File: src/rtl/clkgate_ctrl_if.sv
// clkgate_ctrl_if: activity request, gate enable and status between a clocked domain and its gate controller.
interface clkgate_ctrl_if #(
    parameter int IDLE_W = 8,
    parameter int STAT_W = 16
);
    logic              REQ;
    logic              FORCE;
    logic [IDLE_W-1:0] IDLE_THR;
    logic              E;
    logic              ACK;
    logic              GATED;
    logic [STAT_W-1:0] GATE_CNT;
    modport master (output REQ, FORCE, IDLE_THR, input E, ACK, GATED, GATE_CNT);
    modport slave  (input REQ, FORCE, IDLE_THR, output E, ACK, GATED, GATE_CNT);
endinterface

File: src/rtl/clkgate_ctrl.sv
// clkgate_ctrl: OFF/WAKE/RUN clock-gate controller with wake latency, idle timeout and gating-event count.
module clkgate_ctrl #(
    parameter int IDLE_W   = 8,
    parameter int WAKE_LAT = 2,
    parameter int STAT_W   = 16
) (
    input logic           CK,
    input logic           RN,
    clkgate_ctrl_if.slave bus
);
    typedef enum logic [1:0] {OFF, WAKE, RUN} state_t;
    state_t            state, nstate;
    logic [3:0]        wake_cnt, wake_nxt;
    logic [IDLE_W-1:0] idle_cnt, idle_nxt, thr_m1;
    logic              gate_ev;
    // A threshold of 0 behaves as 1; >= lets a lowered threshold gate on the next idle cycle.
    assign thr_m1 = (bus.IDLE_THR == '0) ? '0 : bus.IDLE_THR - IDLE_W'(1);
    always_comb begin
        nstate   = state;
        wake_nxt = wake_cnt;
        idle_nxt = idle_cnt;
        gate_ev  = 1'b0;
        case (state)
            OFF: if (bus.REQ) begin
                nstate   = WAKE;
                wake_nxt = 4'(WAKE_LAT - 1);
            end
            WAKE: begin
                idle_nxt = '0;
                if (wake_cnt == 4'd0) nstate = RUN;
                else wake_nxt = wake_cnt - 4'd1;
            end
            RUN: if (bus.REQ) idle_nxt = '0;
            else if (idle_cnt >= thr_m1) begin
                nstate   = OFF;
                idle_nxt = '0;
                gate_ev  = 1'b1;
            end else idle_nxt = idle_cnt + IDLE_W'(1);
            default: nstate = OFF;
        endcase
    end
    always_ff @(posedge CK or negedge RN) begin
        if (!RN) begin
            state        <= OFF;
            wake_cnt     <= '0;
            idle_cnt     <= '0;
            bus.E        <= 1'b0;
            bus.ACK      <= 1'b0;
            bus.GATED    <= 1'b1;
            bus.GATE_CNT <= '0;
        end else begin
            state     <= nstate;
            wake_cnt  <= wake_nxt;
            idle_cnt  <= idle_nxt;
            bus.E     <= (nstate != OFF) | bus.FORCE;
            bus.ACK   <= nstate == RUN;
            bus.GATED <= nstate == OFF;
            if (gate_ev && bus.GATE_CNT != '1) bus.GATE_CNT <= bus.GATE_CNT + STAT_W'(1);
        end
    end
endmodule

File: src/flat_wrapper.sv
// flat-port wrapper written by rule: the top's interface ports become plain ports
module clkgate_ctrl_flat 
#(
    parameter int IDLE_W   = 8,
    parameter int WAKE_LAT = 2,
    parameter int STAT_W   = 16
)
  (CK, RN, bus_REQ, bus_FORCE, bus_IDLE_THR, bus_E, bus_ACK, bus_GATED, bus_GATE_CNT);
  clkgate_ctrl_if #(.IDLE_W(IDLE_W), .STAT_W(STAT_W)) bus_i ();
  input logic CK;
  input logic RN;
  input wire logic [$bits(bus_i.REQ)-1:0] bus_REQ;
  input wire logic [$bits(bus_i.FORCE)-1:0] bus_FORCE;
  input wire logic [$bits(bus_i.IDLE_THR)-1:0] bus_IDLE_THR;
  output wire logic [$bits(bus_i.E)-1:0] bus_E;
  output wire logic [$bits(bus_i.ACK)-1:0] bus_ACK;
  output wire logic [$bits(bus_i.GATED)-1:0] bus_GATED;
  output wire logic [$bits(bus_i.GATE_CNT)-1:0] bus_GATE_CNT;
  assign bus_i.REQ = bus_REQ;
  assign bus_i.FORCE = bus_FORCE;
  assign bus_i.IDLE_THR = bus_IDLE_THR;
  assign bus_E = bus_i.E;
  assign bus_ACK = bus_i.ACK;
  assign bus_GATED = bus_i.GATED;
  assign bus_GATE_CNT = bus_i.GATE_CNT;
  clkgate_ctrl #(.IDLE_W(IDLE_W), .WAKE_LAT(WAKE_LAT), .STAT_W(STAT_W)) u_core (.CK(CK), .RN(RN), .bus(bus_i));
endmodule
File: config.mk
export PLATFORM = sky130hd
export DESIGN_NAME = clkgate_ctrl_flat
export DESIGN_NICKNAME = d
export VERILOG_FILES = /design/src/rtl/clkgate_ctrl_if.sv /design/src/rtl/clkgate_ctrl.sv /design/src/flat_wrapper.sv
export SDC_FILE = /design/constraint.sdc
export NUM_CORES = 1
export LEC_CHECK = 0
export CAP_MARGIN = 10
export CELL_PAD_IN_SITES_DETAIL_PLACEMENT = 0
export CELL_PAD_IN_SITES_GLOBAL_PLACEMENT = 1
export CORE_MARGIN = 1.5
export CORE_UTILIZATION = 43
export CTS_BUF_LIST = sky130_fd_sc_hd__clkbuf_2 sky130_fd_sc_hd__clkbuf_4 sky130_fd_sc_hd__clkbuf_8
export DETAILED_ROUTE_END_ITERATION = 8
export PLACE_DENSITY = 0.86
export SETUP_SLACK_MARGIN = 0.4
export SYNTH_ARGS = -nofsm -noshare
export SYNTH_HDL_FRONTEND = slang
export SYNTH_SLANG_ARGS = --single-unit
export TNS_END_PERCENT = 100
File: constraint.sdc
create_clock -name CK -period 3.2 [get_ports CK]
set_clock_uncertainty 0.2 [all_clocks]
set_input_delay 0.64 -clock CK [delete_from_list [all_inputs] [get_ports CK]]
set_output_delay 0.64 -clock CK [all_outputs]
set_load 0.01 [all_outputs]
==> flow_metrics.tcl <==
set metrics [dict create \
    tightest_slew_ns 0.5156 \
    synthFlopType "dfrtp_1" \
    dieArea_um2 5363 \
    drc 0 \
    first_iter_violations 105 \
    utilization 0.6585 \
    viasPerCell 5.363 \
    clk_pin_slew_ns 0.08 \
    std_cell_rows 25 \
    critPathLaunchType "primary input" \
    wl_met2_mm 2.484 \
    synth_edf_count 0 \
    syn_inst 220 \
    period_share 0.9776 \
    total_power_mw 1.391 \
    final_area_um2 3110 \
    drive_above_1_share 0.2937 \
    peakVddDrop_mv 0.2213 \
    dp_hpwl_mm 3.324 \
    syn_area_per_cell_um2 9.640 \
    required_ns 3.16 \
    core_area_um2 4723 \
    grt_antenna_before_repair 0 \
    dp_slack_ns -0.8254 \
    cts_buffers 5 \
    async_reset_ff_frac 1.000 \
    areaGrowthSynthToFinish_pct 46.67 \
    timing.final.hold_violations 0 \
    wl_met3_um 154 \
    crit_fanout 7 \
    status "finished clean" \
    die_w_um 73.23 \
    first_global_vias 1834 \
    clock_sinks 33 \
    port_buffers 30 \
    p_per_area_nw_per_um2 447.3 \
    drv_cap 0 \
    grt_usage 0.2009 \
    tns_ns 0 \
    top_layer_used "met4" \
    ioPinCount 31 \
    fmax_ghz 0.3197 \
    critical_path_class "in -> reg" \
    drt-met1-wl_mm 2.394 \
    ys_warn_count 0 \
    die_h_um 73.23 \
    relSlewSlack 0.6536 \
    syn_area_um2 2121 \
    grt_overflow 0 \
    fin_nets 313 \
    grt_max_degree 34 \
    slew_violations 0 \
    cts_buffer_depth 2 \
    hold_path_class "reg -> reg" \
    wl_mm 5.049 \
    synth_nets 248 \
    ys_seq_area_frac 0.3900 \
    vias 1893 \
    cp-end-kind "flop" \
    wl_per_cell_um 14.30 \
    h-tree-depth 2 \
    p_leak_nw 1.289 \
    fin_ws_ns 0.07172 \
    dr.pass1.iters 4 \
    synth.distinct_cells 48 \
    cts-root-buf "clkbuf_8" \
    cp.arrival_ns 3.09 \
    rsz0062_at_grt "yes" \
    ys_seq_elements 33 \
    setup_violations 0 \
    dpl_cell_area_um2 2706 \
    ant_nets 0 \
    insertion_delay_ns 0.28 \
    gp_congestion 0.8137 \
    num_antenna_cells 0 \
    start_util 0.4490 \
    period_minus_slack_ns 3.128 \
    grt_pass1_wl_mm 8.404 \
    cts_tree "done" \
]
Yosys cell counts (4+ instances only):
library cell / n / area, µm²
or3_1: 4 / 25.02
a21oi_1: 7 / 35.03
xnor2_1: 15 / 131.4
o21ai_0: 7 / 35.03
o2bb2ai_1: 4 / 35.03
nand4_1: 13 / 81.33
ha_1: 16 / 200.2
nand2b_1: 6 / 37.54
nor2b_1: 6 / 37.54
nand2_1: 15 / 56.30
dfrtp_1: 32 / 800.8
and3_1: 5 / 31.28
nor2_1: 10 / 37.54
nor3_1: 5 / 25.02
nand3_1: 8 / 40.04
inv_1: 11 / 41.29
o31ai_1: 5 / 37.54
logic make-up (layout without fill, tap and decap cells):
group	count (synthesis)	after routing	synth area share
multiplexers	5	5	0.02478
XOR/XNOR	17	17	0.07021
flip-flops	33	33	0.3900
AND/OR/NAND/NOR	88	88	0.2336
adder cells (fa/ha/maj)	16	16	0.09439
AO/OA/AOI/OAI	44	45	0.1534
buffers and inverters	17	82	0.03363
sequential cells by signal, indices dropped and copies added, names as in the netlist:
| name | flops |
|---|---|
| u_core.wake_cnt | 4 |
| u_core.idle_cnt | 8 |
| u_core.bus.E | 1 |
| u_core.bus.GATED | 1 |
| u_core.bus.GATE_CNT | 16 |
| u_core.bus.ACK | 1 |
| u_core.state | 2 |
through the flow:
stage	instances	hold WS, ns
after global placement	328	0.2862
after CTS	350	0.3095
after detailed placement	328	0.2940
final	353	0.2906
after floorplan	220	0.1444
after global routing	353	0.3137
report_power, final:
part           switching [mW]  internal (mW)
sequential             0.0360          0.469
clock                   0.165          0.153
combinational           0.306          0.263
total                   0.507          0.884
final timing paths:
path	to	slack [ns]	cells past startpoint	start
worst max-delay path	u_core.bus.GATE_CNT[1]$_DFFE_PN0P_	0.07	14	bus_IDLE_THR[0]
worst min-delay path	u_core.bus.GATE_CNT[8]$_DFFE_PN0P_	0.29	1	u_core.bus.GATE_CNT[8]$_DFFE_PN0P_
max in group asynchronous	u_core.bus.GATED$_DFF_PN1_	1.89	2	RN
min in group asynchronous	u_core.idle_cnt[6]$_DFFE_PN0P_	0.57	2	RN
worst min register to register	u_core.bus.GATE_CNT[8]$_DFFE_PN0P_	0.29	1	u_core.bus.GATE_CNT[8]$_DFFE_PN0P_
worst max register to register	u_core.state[0]$_DFF_PN0_	0.92	7	u_core.idle_cnt[7]$_DFFE_PN0P_
cell type report:
| class | count | area (µm²) |
|---|---|---|
| clock buffers | 5 | 68.82 |
| clock inverters | 3 | 22.52 |
| fillers | 385 | 1613 |
| inverters | 11 | 66.31 |
| multi-input cells | 171 | 1451 |
| flip-flops and latches | 33 | 827.0 |
| well taps | 67 | 83.83 |
| repair buffers | 63 | 590.6 |
critical path, stage by stage:
cell	delay, ns
buf_8	0.11
clkinv_8	0.04
ha_4	0.12
nor2b_4	0.13
nand3b_1	0.11
or3_4	0.42
and2_4	0.16
ha_4	0.20
nand2b_4	0.14
a2111oi_4	0.33
buf_4	0.20
o21ai_4	0.11
nand3_4	0.10
mux2_4	0.30
repair_timing:
item / 4_1_cts / 5_1_grt
hold buffers: 0 / 0
pin swaps: 21 / 14
cloned: 2 / 0
endpoints found under the setup margin: 29 / 29
buffers inserted: 12 / 3
resized for setup: 39 / 17
layer usage:
layer / vias up / global-route usage
li1: 946 / -
met2: 31 / 0.3455
met4: 0 / 0.03774
met5: - / 0
met1: 914 / 0.2669
met3: 2 / 0.03315
layout by cell type, fill, tap and decap left out, drive strengths merged, types with 4 or more instances in the layout:
master,n
nor2,10
dfrtp,32
o21ai,10
xnor2,15
nand2,15
a21oi,8
inv,10
clkbuf,5
clkdlybuf4s50,22
nor3,5
o2bb2ai,4
nor2b,6
dlygate4sd2,5
nand2b,7
buf,36
and3,5
or3,4
ha,16
nand4,13
o31ai,5
nand3,9
No activity file was read; power rests on OpenSTA's default activity.
